<file path="src/rtl/anthem_sequencer.sv">
// anthem_sequencer: walks the character ROM and paces ASCII text onto the
// character output, inserting blank gaps at word separators, with single-word and loop play.
module anthem_sequencer #(
  parameter int          ADDR_W    = 6,
  parameter logic [15:0] TICK_DIV  = 16'd50000,
  parameter int          GAP_CHARS = 2
) (
  input  logic              clk,
  input  logic              rst_n,
  input  logic              ena,
  input  logic              start,
  input  logic              abort,
  input  logic              mode,
  input  logic [2:0]        word_sel,
  input  logic              loop_en,
  input  logic [3:0]        rate,
  output logic [ADDR_W-1:0] rom_addr,
  input  logic [7:0]        rom_data,
  output logic [7:0]        char_out,
  output logic              char_valid,
  output logic              busy,
  output logic              done
);
  typedef enum logic [2:0] {IDLE, SCAN, FETCH, WAIT, EMIT, GAP, END_GAP} state_t;

  localparam logic [7:0]        SPACE     = 8'h20;
  localparam logic [7:0]        NUL       = 8'h00;
  localparam logic [ADDR_W-1:0] LAST_ADDR = '1;
  localparam logic [15:0]       TICK_LAST = TICK_DIV - 16'd1;
  localparam logic [15:0]       GAP_MULT  = 16'(GAP_CHARS);

  state_t            state_reg, state_next;
  logic [ADDR_W-1:0] addr_reg, addr_next;
  logic [7:0]        char_reg, char_next;
  logic              valid_reg, valid_next;
  logic              done_reg, done_next;
  logic              start_sync_reg, start_prev_reg;
  logic              mode_reg, mode_next;
  logic [2:0]        word_sel_reg, word_sel_next;
  logic [2:0]        word_cnt_reg, word_cnt_next;
  logic              scan_phase_reg, scan_phase_next;
  logic [15:0]       presc_reg, presc_next;
  logic [15:0]       hold_reg, hold_next;
  logic [15:0]       hold_tgt_reg, hold_tgt_next;
  logic              tick, hold_done, start_edge;
  logic              launch, end_evt, load_char, load_gap;
  logic [15:0]       char_tgt, gap_tgt;

  assign tick       = (presc_reg == TICK_LAST);
  assign hold_done  = tick && (hold_reg == hold_tgt_reg);
  assign start_edge = start_sync_reg && !start_prev_reg;
  // Hold targets are stored as (ticks - 1) so the terminal compare is a plain equality.
  assign char_tgt   = {12'd0, rate};
  assign gap_tgt    = GAP_MULT * (char_tgt + 16'd1) - 16'd1;

  assign rom_addr   = addr_reg;
  assign char_out   = char_reg;
  assign char_valid = valid_reg;
  assign done       = done_reg;
  assign busy       = (state_reg != IDLE);

  always_comb begin
    state_next      = state_reg;
    addr_next       = addr_reg;
    char_next       = char_reg;
    valid_next      = 1'b0;
    done_next       = 1'b0;
    mode_next       = mode_reg;
    word_sel_next   = word_sel_reg;
    word_cnt_next   = word_cnt_reg;
    scan_phase_next = scan_phase_reg;
    presc_next      = (state_reg == IDLE || tick) ? 16'd0 : presc_reg + 16'd1;
    hold_next       = tick ? hold_reg + 16'd1 : hold_reg;
    hold_tgt_next   = hold_tgt_reg;
    launch          = 1'b0;
    end_evt         = 1'b0;
    load_char       = 1'b0;
    load_gap        = 1'b0;

    case (state_reg)
      IDLE: begin
        if (start_edge) begin
          mode_next     = mode;
          word_sel_next = word_sel;
          launch        = 1'b1;
        end
      end
      SCAN: begin
        if (!scan_phase_reg) begin
          scan_phase_next = 1'b1;
        end else begin
          scan_phase_next = 1'b0;
          if (rom_data == NUL || addr_reg == LAST_ADDR) begin
            end_evt = 1'b1;
          end else begin
            addr_next = addr_reg + ADDR_W'(1);
            if (rom_data == SPACE) begin
              word_cnt_next = word_cnt_reg + 3'd1;
              if (word_cnt_reg + 3'd1 == word_sel_reg) state_next = FETCH;
            end
          end
        end
      end
      FETCH: state_next = WAIT;
      WAIT: begin
        if (rom_data == NUL || (rom_data == SPACE && mode_reg)) begin
          end_evt = 1'b1;
        end else if (rom_data == SPACE) begin
          state_next = GAP;
          char_next  = NUL;
          valid_next = 1'b1;
          load_gap   = 1'b1;
        end else begin
          state_next = EMIT;
          char_next  = rom_data;
          valid_next = 1'b1;
          load_char  = 1'b1;
        end
      end
      EMIT, GAP: begin
        if (hold_done) begin
          if (addr_reg == LAST_ADDR) begin
            end_evt = 1'b1;
          end else begin
            addr_next  = addr_reg + ADDR_W'(1);
            state_next = FETCH;
          end
        end
      end
      END_GAP: if (hold_done) launch = 1'b1;
      default: state_next = IDLE;
    endcase

    // A blank after a blank is not a new value, so no pulse in that case.
    if (end_evt) begin
      char_next  = NUL;
      valid_next = (char_reg != NUL);
      if (loop_en) begin
        state_next = END_GAP;
        load_gap   = 1'b1;
      end else begin
        state_next = IDLE;
        done_next  = 1'b1;
        addr_next  = '0;
      end
    end

    if (load_char || load_gap) begin
      presc_next    = 16'd0;
      hold_next     = 16'd0;
      hold_tgt_next = load_gap ? gap_tgt : char_tgt;
    end

    if (launch) begin
      addr_next       = '0;
      word_cnt_next   = 3'd0;
      scan_phase_next = 1'b0;
      presc_next      = 16'd0;
      hold_next       = 16'd0;
      state_next      = (mode_next && word_sel_next != 3'd0) ? SCAN : FETCH;
    end
  end

  always_ff @(posedge clk or negedge rst_n) begin
    if (!rst_n) begin
      state_reg      <= IDLE;
      addr_reg       <= '0;
      char_reg       <= NUL;
      valid_reg      <= 1'b0;
      done_reg       <= 1'b0;
      start_sync_reg <= 1'b0;
      start_prev_reg <= 1'b0;
      mode_reg       <= 1'b0;
      word_sel_reg   <= 3'd0;
      word_cnt_reg   <= 3'd0;
      scan_phase_reg <= 1'b0;
      presc_reg      <= 16'd0;
      hold_reg       <= 16'd0;
      hold_tgt_reg   <= 16'd0;
    end else if (abort) begin
      state_reg      <= IDLE;
      addr_reg       <= '0;
      char_reg       <= NUL;
      valid_reg      <= 1'b0;
      done_reg       <= 1'b0;
      start_sync_reg <= start;
      start_prev_reg <= start_sync_reg;
      word_cnt_reg   <= 3'd0;
      scan_phase_reg <= 1'b0;
      presc_reg      <= 16'd0;
      hold_reg       <= 16'd0;
    end else if (ena) begin
      state_reg      <= state_next;
      addr_reg       <= addr_next;
      char_reg       <= char_next;
      valid_reg      <= valid_next;
      done_reg       <= done_next;
      start_sync_reg <= start;
      start_prev_reg <= start_sync_reg;
      mode_reg       <= mode_next;
      word_sel_reg   <= word_sel_next;
      word_cnt_reg   <= word_cnt_next;
      scan_phase_reg <= scan_phase_next;
      presc_reg      <= presc_next;
      hold_reg       <= hold_next;
      hold_tgt_reg   <= hold_tgt_next;
    end else begin
      // Frozen: pulses must not repeat while the rest of the state holds.
      valid_reg <= 1'b0;
      done_reg  <= 1'b0;
    end
  end
endmodule

</file>
<file path="config.mk">
export PLATFORM = sky130hd
export DESIGN_NAME = anthem_sequencer
export DESIGN_NICKNAME = d
export VERILOG_FILES = /design/src/rtl/anthem_sequencer.sv
export SDC_FILE = /design/constraint.sdc
export NUM_CORES = 1
export LEC_CHECK = 0
export CAP_MARGIN = 0
export CORE_ASPECT_RATIO = 1.75
export CORE_MARGIN = 2
export CORE_UTILIZATION = 50
export CTS_BUF_LIST = sky130_fd_sc_hd__clkbuf_8 sky130_fd_sc_hd__clkbuf_16
export CTS_CLUSTER_SIZE = 8
export DETAILED_ROUTE_END_ITERATION = 16
export GPL_TIMING_DRIVEN = 0
export HOLD_SLACK_MARGIN = 0.1
export PLACE_DENSITY = 0.71
export SYNTH_ARGS = -nofsm -noshare
export SYNTH_HDL_FRONTEND = slang
export SYNTH_SLANG_ARGS = --single-unit
export TNS_END_PERCENT = 1
</file>
<file path="constraint.sdc">
create_clock -name clk -period 4.25 [get_ports clk]
set_input_delay 0.6375 -clock clk [delete_from_list [all_inputs] [get_ports clk]]
set_output_delay 0.6375 -clock clk [all_outputs]
set_load 0.01 [all_outputs]
</file>
==> flow_summary.json, run 1 <==
{
  "crit_required_ps": 4530,
  "power.share.sequential": 0.356,
  "diodes": 0,
  "crit_fanout": 7,
  "period_share": 0.799,
  "drt-total-wl_mm": 10.9,
  "ys_seq_area_frac": 0.413,
  "placedInstanceArea_mm2": 0.00459,
  "critical_path.endpoint_type": "register",
  "synthToLayoutAreaGrowth_pct": 19.7,
  "fin_area_mm2": 0.00493,
  "swShare": 0.320,
  "dieArea_mm2": 0.00901,
  "pwr-share-clk": 0.380,
  "cts_hold_buffers": 0,
  "synth_seq_cells": 68,
  "finalNetCount": 539,
  "synth_area_leaders": "dfrtp_1, nand2_1, o21ai_0",
  "yosys.cell_types.count": 59,
  "cellInternalPower_w": 0.00154,
  "grt_pass1_wl_mm": 17.7,
  "synth-main-ff-cell": "dfrtp_1",
  "die_y_um": 124,
  "ir_worst_vdd_mv": 0.326,
  "ioPinCount": 39,
  "comb_power_share": 0.264,
  "async_flop_share": 1.00,
  "slew_headroom": 0.408,
  "syn-instance-count": 465,
  "final-max-slew-violation-count": 0,
  "drt_iter0_markers": 361,
  "numCtsBuffers": 9,
  "viasPerCell": 6.32,
  "finalHoldViolations": 0,
  "final.setup.worst_slack_ps": 854,
  "rrSetupSlack_ps": 1230,
  "final_cell_mix": "dfrtp_1, nand2_1, o21ai_0, clkdlybuf4s50_1, nor2_1",
  "critPathLaunchType": "input pin",
  "period_needed_ps": 3400,
  "core-area_mm2": 0.00796,
  "cts_buffer_depth": 2,
  "post-cts-setup-buffers": 0,
  "grtUsageTotal": 0.259,
  "cts_tree": "yes",
  "setup_violations": 0,
  "hold_ws_ps": 413,
  "synth_edf_count": 0,
  "avgSynthCellArea_um2": 8.86,
  "rows": 43,
  "grt_overflow": 0,
  "drive_above_1_share": 0.0870,
  "cts_root_buffer": "clkbuf_16",
  "ant_nets": 0,
  "place_ws_ps": 495,
  "fmax_ghz": 0.294,
  "fp.dieW_um": 72.6,
  "skew_ps": 8.98,
  "detailed_place_hpwl_mm": 7.85,
  "final_common_cell": "dfrtp_1",
  "rsz0062_at_grt": "false",
  "crit_type": "input pin to register",
  "postCtsResizedCells": 0,
  "synth_fp_nets": 492,
  "maxCapViolations": 0,
  "routabilityCongestion": 0.958,
  "io_buffer_count": 36,
  "final.setup.tns_ps": 0,
  "status": "finished, final reports clean",
  "firstDrtPassIters": 5,
  "leakagePower_nw": 2.09,
  "start_util": 0.517,
  "path_clk_slew_ps": 60,
  "arrival_ps": 3680,
  "clock_latency_ps": 350,
  "drc": 0,
  "yosysTopAreaCellShare": 0.413,
  "powerDensity_mw_per_mm2": 458,
  "p_switching_w": 0.000723,
  "vias": 3838,
  "antenna_found_initial": 0,
  "fin_util": 0.619,
  "htree_levels": 3,
  "ys_warn_count": 0,
  "netlist_area_mm2": 0.00412,
  "tightest_slew_ps": 887,
  "avgRoutedWirePerCell_um": 18.0,
  "synth_top_area_cell": "dfrtp_1",
  "clkSinkCount": 68,
  "hold_path_class": "input pin to asynchronous set/reset pin",
  "first_global_vias": 3742,
  "grt_max_degree": 69
}
-- kinds of logic after synthesis --
kind of cell             count (synthesis)  synth area share
AO/OA/AOI/OAI                          127             0.214
XOR/XNOR                                14            0.0298
adder cells (fa/ha/maj)                  5            0.0152
buffers and inverters                   26            0.0307
flip-flops                              68             0.413
multiplexers                            11            0.0286
AND/OR/NAND/NOR                        214             0.269
-- metrics by stage --
step | total power [W] | std cells
final | 0.00226 | 607
after global routing | 0.00238 | 607
after CTS | 0.00226 | 607
after detailed placement | 0.00140 | 591
after global placement | 0.00138 | 591
after floorplan | 0.00120 | 465
-- worst max-delay path, stage by stage --
cell and delay (ps):
clkdlybuf4s50_1 460, nor4_1 720, nand4_1 250, a31oi_2 410
o21ai_2 160, or3_1 360, clkbuf_1 230, nor4_1 340
a21o_1 110
-- Yosys cell counts, types with 11 or more instances --
master,count
dfrtp_1,68
nand2_1,59
o21ai_0,43
nor2_1,30
nand3_1,25
and3_1,17
nor3_1,17
a21oi_1,13
a22o_1,12
nor2b_1,12
inv_1,11
xnor2_1,11
-- final cells by class --
class,instances,area [um^2]
Fill cell,696,3030
Multi-Input combinational cell,371,2290
Sequential cell,68,1700
Timing Repair Buffer,36,358
Clock buffer,9,225
Clock inverter,7,115
Tap cell,90,113
Buffer,15,85.1
Inverter,11,41.3
-- power by group through the flow --
stage	combinational [W]	sequential [W]	clock (W)
after floorplan	0.000412	0.000789	0
after CTS	0.000589	0.000802	0.000873
after detailed placement	0.000585	0.000814	0
final	0.000596	0.000805	0.000859
after global placement	0.000570	0.000811	0
after global routing	0.000663	0.000815	0.000902
-- per-layer routing --
metal  up-vias  track usage  share of wire
li1       1830            -              -
met1      1861        0.273           0.38
met2       111        0.473           0.54
met3        36       0.0429          0.036
met4         0        0.148          0.044
met5         -            0              0
-- worst paths after layout --
path                                 start               to  depth (start not counted)
hold / removal                       rst_n         mode_reg                          1
setup reg to reg               rom_addr[0]      hold_reg[9]                          9
max in group asynchronous            rst_n     presc_reg[4]                          1
setup / recovery               rom_data[0]      hold_reg[9]                          9
min in group clk           word_cnt_reg[1]  word_cnt_reg[1]                          2
hold reg to reg            word_cnt_reg[1]  word_cnt_reg[1]                          2
(Power assumes the default switching activity.)
==> inputs of run 2 (changes only) <==
==> constraint.sdc (replaced) <==
create_clock -name clk -period 3.3 [get_ports clk]
set_input_delay 0.495 -clock clk [delete_from_list [all_inputs] [get_ports clk]]
set_output_delay 0.495 -clock clk [all_outputs]
set_load 0.01 [all_outputs]
==> run 2 against run 1 <==
  * Hold slack got worse by 140 ps
  * Sequential power increased by 29%
  * Sequential share of layout area about the same
  * Largest power group unchanged
  * Sequential cell count unchanged
  * Core utilization increased by 0.079 points
  * Worst setup slack got worse by 680 ps
  * Clock skew decreased by 1.5 ps
  * Global-route usage unchanged
  * Critical endpoint unchanged
  * Routed wire length about the same
  * Die area unchanged
  * Register-to-register slack got worse by 920 ps
  * Via count increased by 0.21%
==> flow_summary.json, run 2 (synthesis results as in run 1) <==
{
  "firstDrtPassIters": 5,
  "period_share": 0.947,
  "clkSinkCount": 68,
  "first_global_vias": 3742,
  "ioPinCount": 39,
  "diodes": 0,
  "skew_ps": 7.49,
  "antenna_found_initial": 0,
  "grt_pass1_wl_mm": 17.7,
  "status": "finished, final reports clean",
  "placedInstanceArea_mm2": 0.00459,
  "final_cell_mix": "dfrtp_1, nand2_1, o21ai_0, clkdlybuf4s50_1, nor2_1",
  "rows": 43,
  "critPathLaunchType": "input pin",
  "cts_tree": "yes",
  "dieArea_mm2": 0.00901,
  "finalHoldViolations": 0,
  "ir_worst_vdd_mv": 0.421,
  "drc": 0,
  "crit_fanout": 7,
  "synthToLayoutAreaGrowth_pct": 19.8,
  "cts_hold_buffers": 0,
  "io_buffer_count": 36,
  "fmax_ghz": 0.320,
  "final_common_cell": "dfrtp_1",
  "path_clk_slew_ps": 50,
  "maxCapViolations": 0,
  "nFillCells": 693,
  "placed_cells": 591,
  "die_y_um": 124,
  "avgRoutedWirePerCell_um": 18.0,
  "finalNetCount": 539,
  "powerDensity_mw_per_mm2": 589,
  "htree_levels": 3,
  "period_needed_ps": 3130,
  "hold_path_class": "input pin to asynchronous set/reset pin",
  "crit_type": "input pin to register",
  "setup_violations": 0,
  "grt_overflow": 0,
  "rsz0062_at_grt": "false",
  "numCtsBuffers": 9,
  "routabilityCongestion": 0.958,
  "start_util": 0.517,
  "tightest_slew_ps": 891,
  "critical_path.endpoint_type": "register",
  "drive_above_1_share": 0.0890,
  "crit_required_ps": 3580,
  "ant_nets": 0,
  "core-area_mm2": 0.00796,
  "fp.dieW_um": 72.6,
  "clock_latency_ps": 340,
  "drt-total-wl_mm": 10.9,
  "final-max-slew-violation-count": 0,
  "cts_buffer_depth": 2,
  "drt_iter0_markers": 328,
  "slew_headroom": 0.406,
  "grtUsageTotal": 0.259,
  "fin_cells": 607,
  "viasPerCell": 6.34,
  "vias": 3846,
  "cts_root_buffer": "clkbuf_16",
  "leakagePower_nw": 2.09,
  "fin_area_mm2": 0.00493,
  "arrival_ps": 3410,
  "detailed_place_hpwl_mm": 7.85,
  "grt_max_degree": 69
}
## run 2: cell counts in the layout (fill, tap and decap cells not counted)
No cell type changed its count.
## run 2: layout make-up
class / count / area, um^2 / share of cell area
repair buffers: 36 / 358 / 0.0725
multi-input cells: 371 / 2300 / 0.465
flip-flops and latches: 68 / 1700 / 0.345
well taps: 90 / 113 / 0.0228
inverters: 11 / 41.3 / 0.00837
plain buffers: 15 / 85.1 / 0.0172
clock inverters: 7 / 115 / 0.0233
clock buffers: 9 / 225 / 0.0456
## run 2: routing by layer
layer | vias up | part of all wire | global-route usage
met5 | - | 0 | 0
met4 | 0 | 0.037 | 0.148
met3 | 29 | 0.036 | 0.0429
met2 | 115 | 0.55 | 0.473
met1 | 1870 | 0.38 | 0.273
li1 | 1832 | - | -
## run 2: timing repair
item,4_1_cts,5_1_grt
endpoints found under the setup margin,0,11
buffers inserted,0,0
gates resized for setup,0,2
## run 2: critical path, stage by stage
cell	delay (ps)
clkdlybuf4s50_1	470
nor4_1	370
or4bb_1	580
a31oi_2	310
o21ai_2	170
or3_1	360
clkbuf_1	210
nor4_1	330
a21o_1	120
## run 2: metrics by stage
| stage | hold WS [ps] | worst slack, ps | utilization | TNS (ps) | power (W) |
|---|---|---|---|---|---|
| 3_3_place_gp | 467 | -573 | 0.577 | -41210 | 0.00178 |
| 6_report | 273 | 174 | 0.620 | 0 | 0.00291 |
| 2_1_floorplan | 199 | 704 | - | 0 | 0.00155 |
| 3_5_place_dp | 479 | -312 | 0.576 | -3670 | 0.00180 |
| 4_1_cts | 307 | 93.5 | 0.619 | 0 | 0.00292 |
| 5_1_grt | 357 | 34.2 | 0.620 | 0 | 0.00307 |
## run 2: final timing paths
check                                      from         endpoint  slack, ps  cells after the start
worst max-delay path                rom_data[1]      hold_reg[9]        170                      9
worst min-delay path                      rst_n         mode_reg        270                      1
worst max register to register      rom_addr[0]      hold_reg[9]        310                      9
worst min register to register  word_cnt_reg[1]  word_cnt_reg[1]        490                      2
max in group asynchronous                 rst_n     presc_reg[4]       2430                      1
min in group clk                word_cnt_reg[1]  word_cnt_reg[1]        490                      2
## run 2: report_power, final
part	switching, W	total [W]	internal (W)
registers	0.000107	0.00104	0.000928
clock network	0.000371	0.00110	0.000734
logic	0.000451	0.000767	0.000317
total	0.000929	0.00291	0.00198
==> inputs of run 3 (changes only) <==
--- a/config.mk
+++ b/config.mk
@@ -14,7 +14,7 @@
 export DETAILED_ROUTE_END_ITERATION = 16
 export GPL_TIMING_DRIVEN = 0
 export HOLD_SLACK_MARGIN = 0.1
-export PLACE_DENSITY = 0.71
+export PLACE_DENSITY = 0.67
 export SYNTH_ARGS = -nofsm -noshare
 export SYNTH_HDL_FRONTEND = slang
 export SYNTH_SLANG_ARGS = --single-unit
==> constraint.sdc (replaced) <==
create_clock -name clk -period 3.2 [get_ports clk]
set_input_delay 0.48 -clock clk [delete_from_list [all_inputs] [get_ports clk]]
set_output_delay 0.48 -clock clk [all_outputs]
set_load 0.01 [all_outputs]
==> run 3 against run 2 <==
  * Cell count did not move
  * Critical endpoint unchanged
  * Clock skew barely moved
  * Non-clock buffer count did not move
  * Global-route usage fell by 0.46 points
==> flow_summary.json, run 3 (synthesis results as in run 1) <==
{
  "status": "finished, final reports clean",
  "reg2reg_depth": 7,
  "core-area_mm2": 0.00796,
  "numCtsBuffers": 9,
  "diodes": 0,
  "fp.dieW_um": 72.6,
  "cts_root_buffer": "clkbuf_16",
  "grt_max_degree": 69,
  "period_share": 0.946,
  "synthToLayoutAreaGrowth_pct": 19.7,
  "clock_latency_ps": 340,
  "cts_buffer_depth": 2,
  "slew_headroom": 0.425,
  "tightest_slew_ps": 863,
  "rows": 43,
  "rrSetupSlack_ps": 290,
  "fin_util": 0.619,
  "critical_path.endpoint_type": "register",
  "hold_ws_ps": 257,
  "cts_hold_buffers": 0,
  "drc": 0,
  "final-max-slew-violation-count": 0,
  "reg2reg_from": "hold_reg[8]",
  "finalNetCount": 539,
  "power.share.sequential": 0.364,
  "drt-total-wl_mm": 10.9,
  "met3_length_um": 430,
  "path_clk_slew_ps": 60,
  "io_buffer_count": 36,
  "hold_path_class": "input pin to asynchronous set/reset pin",
  "period_needed_ps": 3030,
  "cellInternalPower_w": 0.00199,
  "crit_type": "input pin to register",
  "grt_pass1_wl_mm": 17.5,
  "crit_required_ps": 3480,
  "die_y_um": 124,
  "swShare": 0.322,
  "final_cell_mix": "dfrtp_1, nand2_1, o21ai_0, clkdlybuf4s50_1, nor2_1",
  "leakagePower_nw": 2.08,
  "final.setup.tns_ps": 0,
  "setup_violations": 0,
  "grt_overflow": 0,
  "nFillCells": 720,
  "routabilityCongestion": 0.903,
  "clkSinkCount": 68,
  "p_total_w": 0.00293,
  "fmax_ghz": 0.330,
  "dieArea_mm2": 0.00901,
  "wl_met1_mm": 4.09,
  "critPathLaunchType": "input pin",
  "viasPerCell": 6.29,
  "drive_above_1_share": 0.0890,
  "avgRoutedWirePerCell_um": 18.0,
  "rsz0062_at_grt": "false",
  "firstDrtPassIters": 5,
  "ioPinCount": 39,
  "detailed_place_hpwl_mm": 8.02,
  "antenna_found_initial": 0,
  "post-cts-setup-buffers": 0,
  "first_global_vias": 3787,
  "wl_met2_mm": 5.76,
  "highest_layer": "met4",
  "finalHoldViolations": 0,
  "htree_levels": 3,
  "r2r_end": "rom_addr[1]",
  "grtUsageTotal": 0.254,
  "final_common_cell": "dfrtp_1",
  "ant_nets": 0,
  "comb_power_share": 0.266,
  "crit_fanout": 7,
  "ir_worst_vdd_mv": 0.440,
  "powerDensity_mw_per_mm2": 594,
  "start_util": 0.517,
  "pwr-share-clk": 0.371,
  "cts_tree": "yes",
  "arrival_ps": 3310,
  "drt_iter0_markers": 216,
  "maxCapViolations": 0,
  "p_switching_w": 0.000941,
  "skew_ps": 7.92,
  "vias": 3818
}
## run 3: cell types whose count changed in the layout (fill, tap and decap cells not counted)
cell / previous run / this run
clkinv_2: 2 / 1
bufinv_16: 3 / 2
a31oi_4: 0 / 1
a31oi_2: 1 / 0
clkinvlp_4: 2 / 3
clkbuf_8: 0 / 1
## run 3: final cells by class
cell class	instances	area, um^2	area share
flip-flops and latches	68	1700	0.345
clock inverters	6	87.6	0.0178
multi-input cells	371	2300	0.468
repair buffers	36	358	0.0726
plain buffers	15	85.1	0.0173
clock buffers	10	239	0.0485
well taps	90	113	0.0228
inverters	11	41.3	0.00838
## run 3: through the flow
step | setup slack [ps] | std cells | cell area [um^2]
final | 174 | 607 | 4930
after floorplan | 604 | 465 | 4120
after CTS | 129 | 607 | 4920
after global routing | 17.5 | 607 | 4930
after global placement | -719 | 591 | 4590
after detailed placement | -401 | 591 | 4590
## run 3: how the worst max path moves through the flow
| stage | start | to | slack, ps | cells past startpoint |
|---|---|---|---|---|
| detailed placement | rom_data[0] | hold_reg[9] | -400 | 9 |
| finish | rom_data[0] | hold_reg[9] | 170 | 9 |
| global route | rom_data[0] | hold_reg[9] | 20 | 9 |
| CTS | rom_data[0] | hold_reg[9] | 130 | 9 |
| floorplan | rom_addr[0] | hold_reg[9] | 600 | 9 |
| global placement | rst_n | hold_reg[15] | -720 | 1 |
## run 3: critical path, cell delays in order
cell and delay, ps:
clkdlybuf4s50_1 480, nor4_1 350, or4bb_1 590, a31oi_4 270
o21ai_2 160, or3_1 360, clkbuf_1 200, nor4_1 310
a21o_1 110
## run 3: timing repair
item,CTS,global route
resized for setup,1,2
hold endpoints to repair,0,0
endpoints found under the setup margin,6,8
pin swaps,0,0
## run 3: layer usage
metal	vias to the layer above	GRT usage
met3	44	0.0453
met1	1829	0.258
li1	1820	-
met4	0	0.193
met5	-	0
met2	125	0.449
## run 3: power by group through the flow
stage	logic, W	registers [W]	clock network (W)
after CTS	0.000777	0.00106	0.00111
after floorplan	0.000547	0.00105	0
final	0.000777	0.00106	0.00109
after detailed placement	0.000773	0.00107	0
after global routing	0.000868	0.00108	0.00114
after global placement	0.000760	0.00107	0
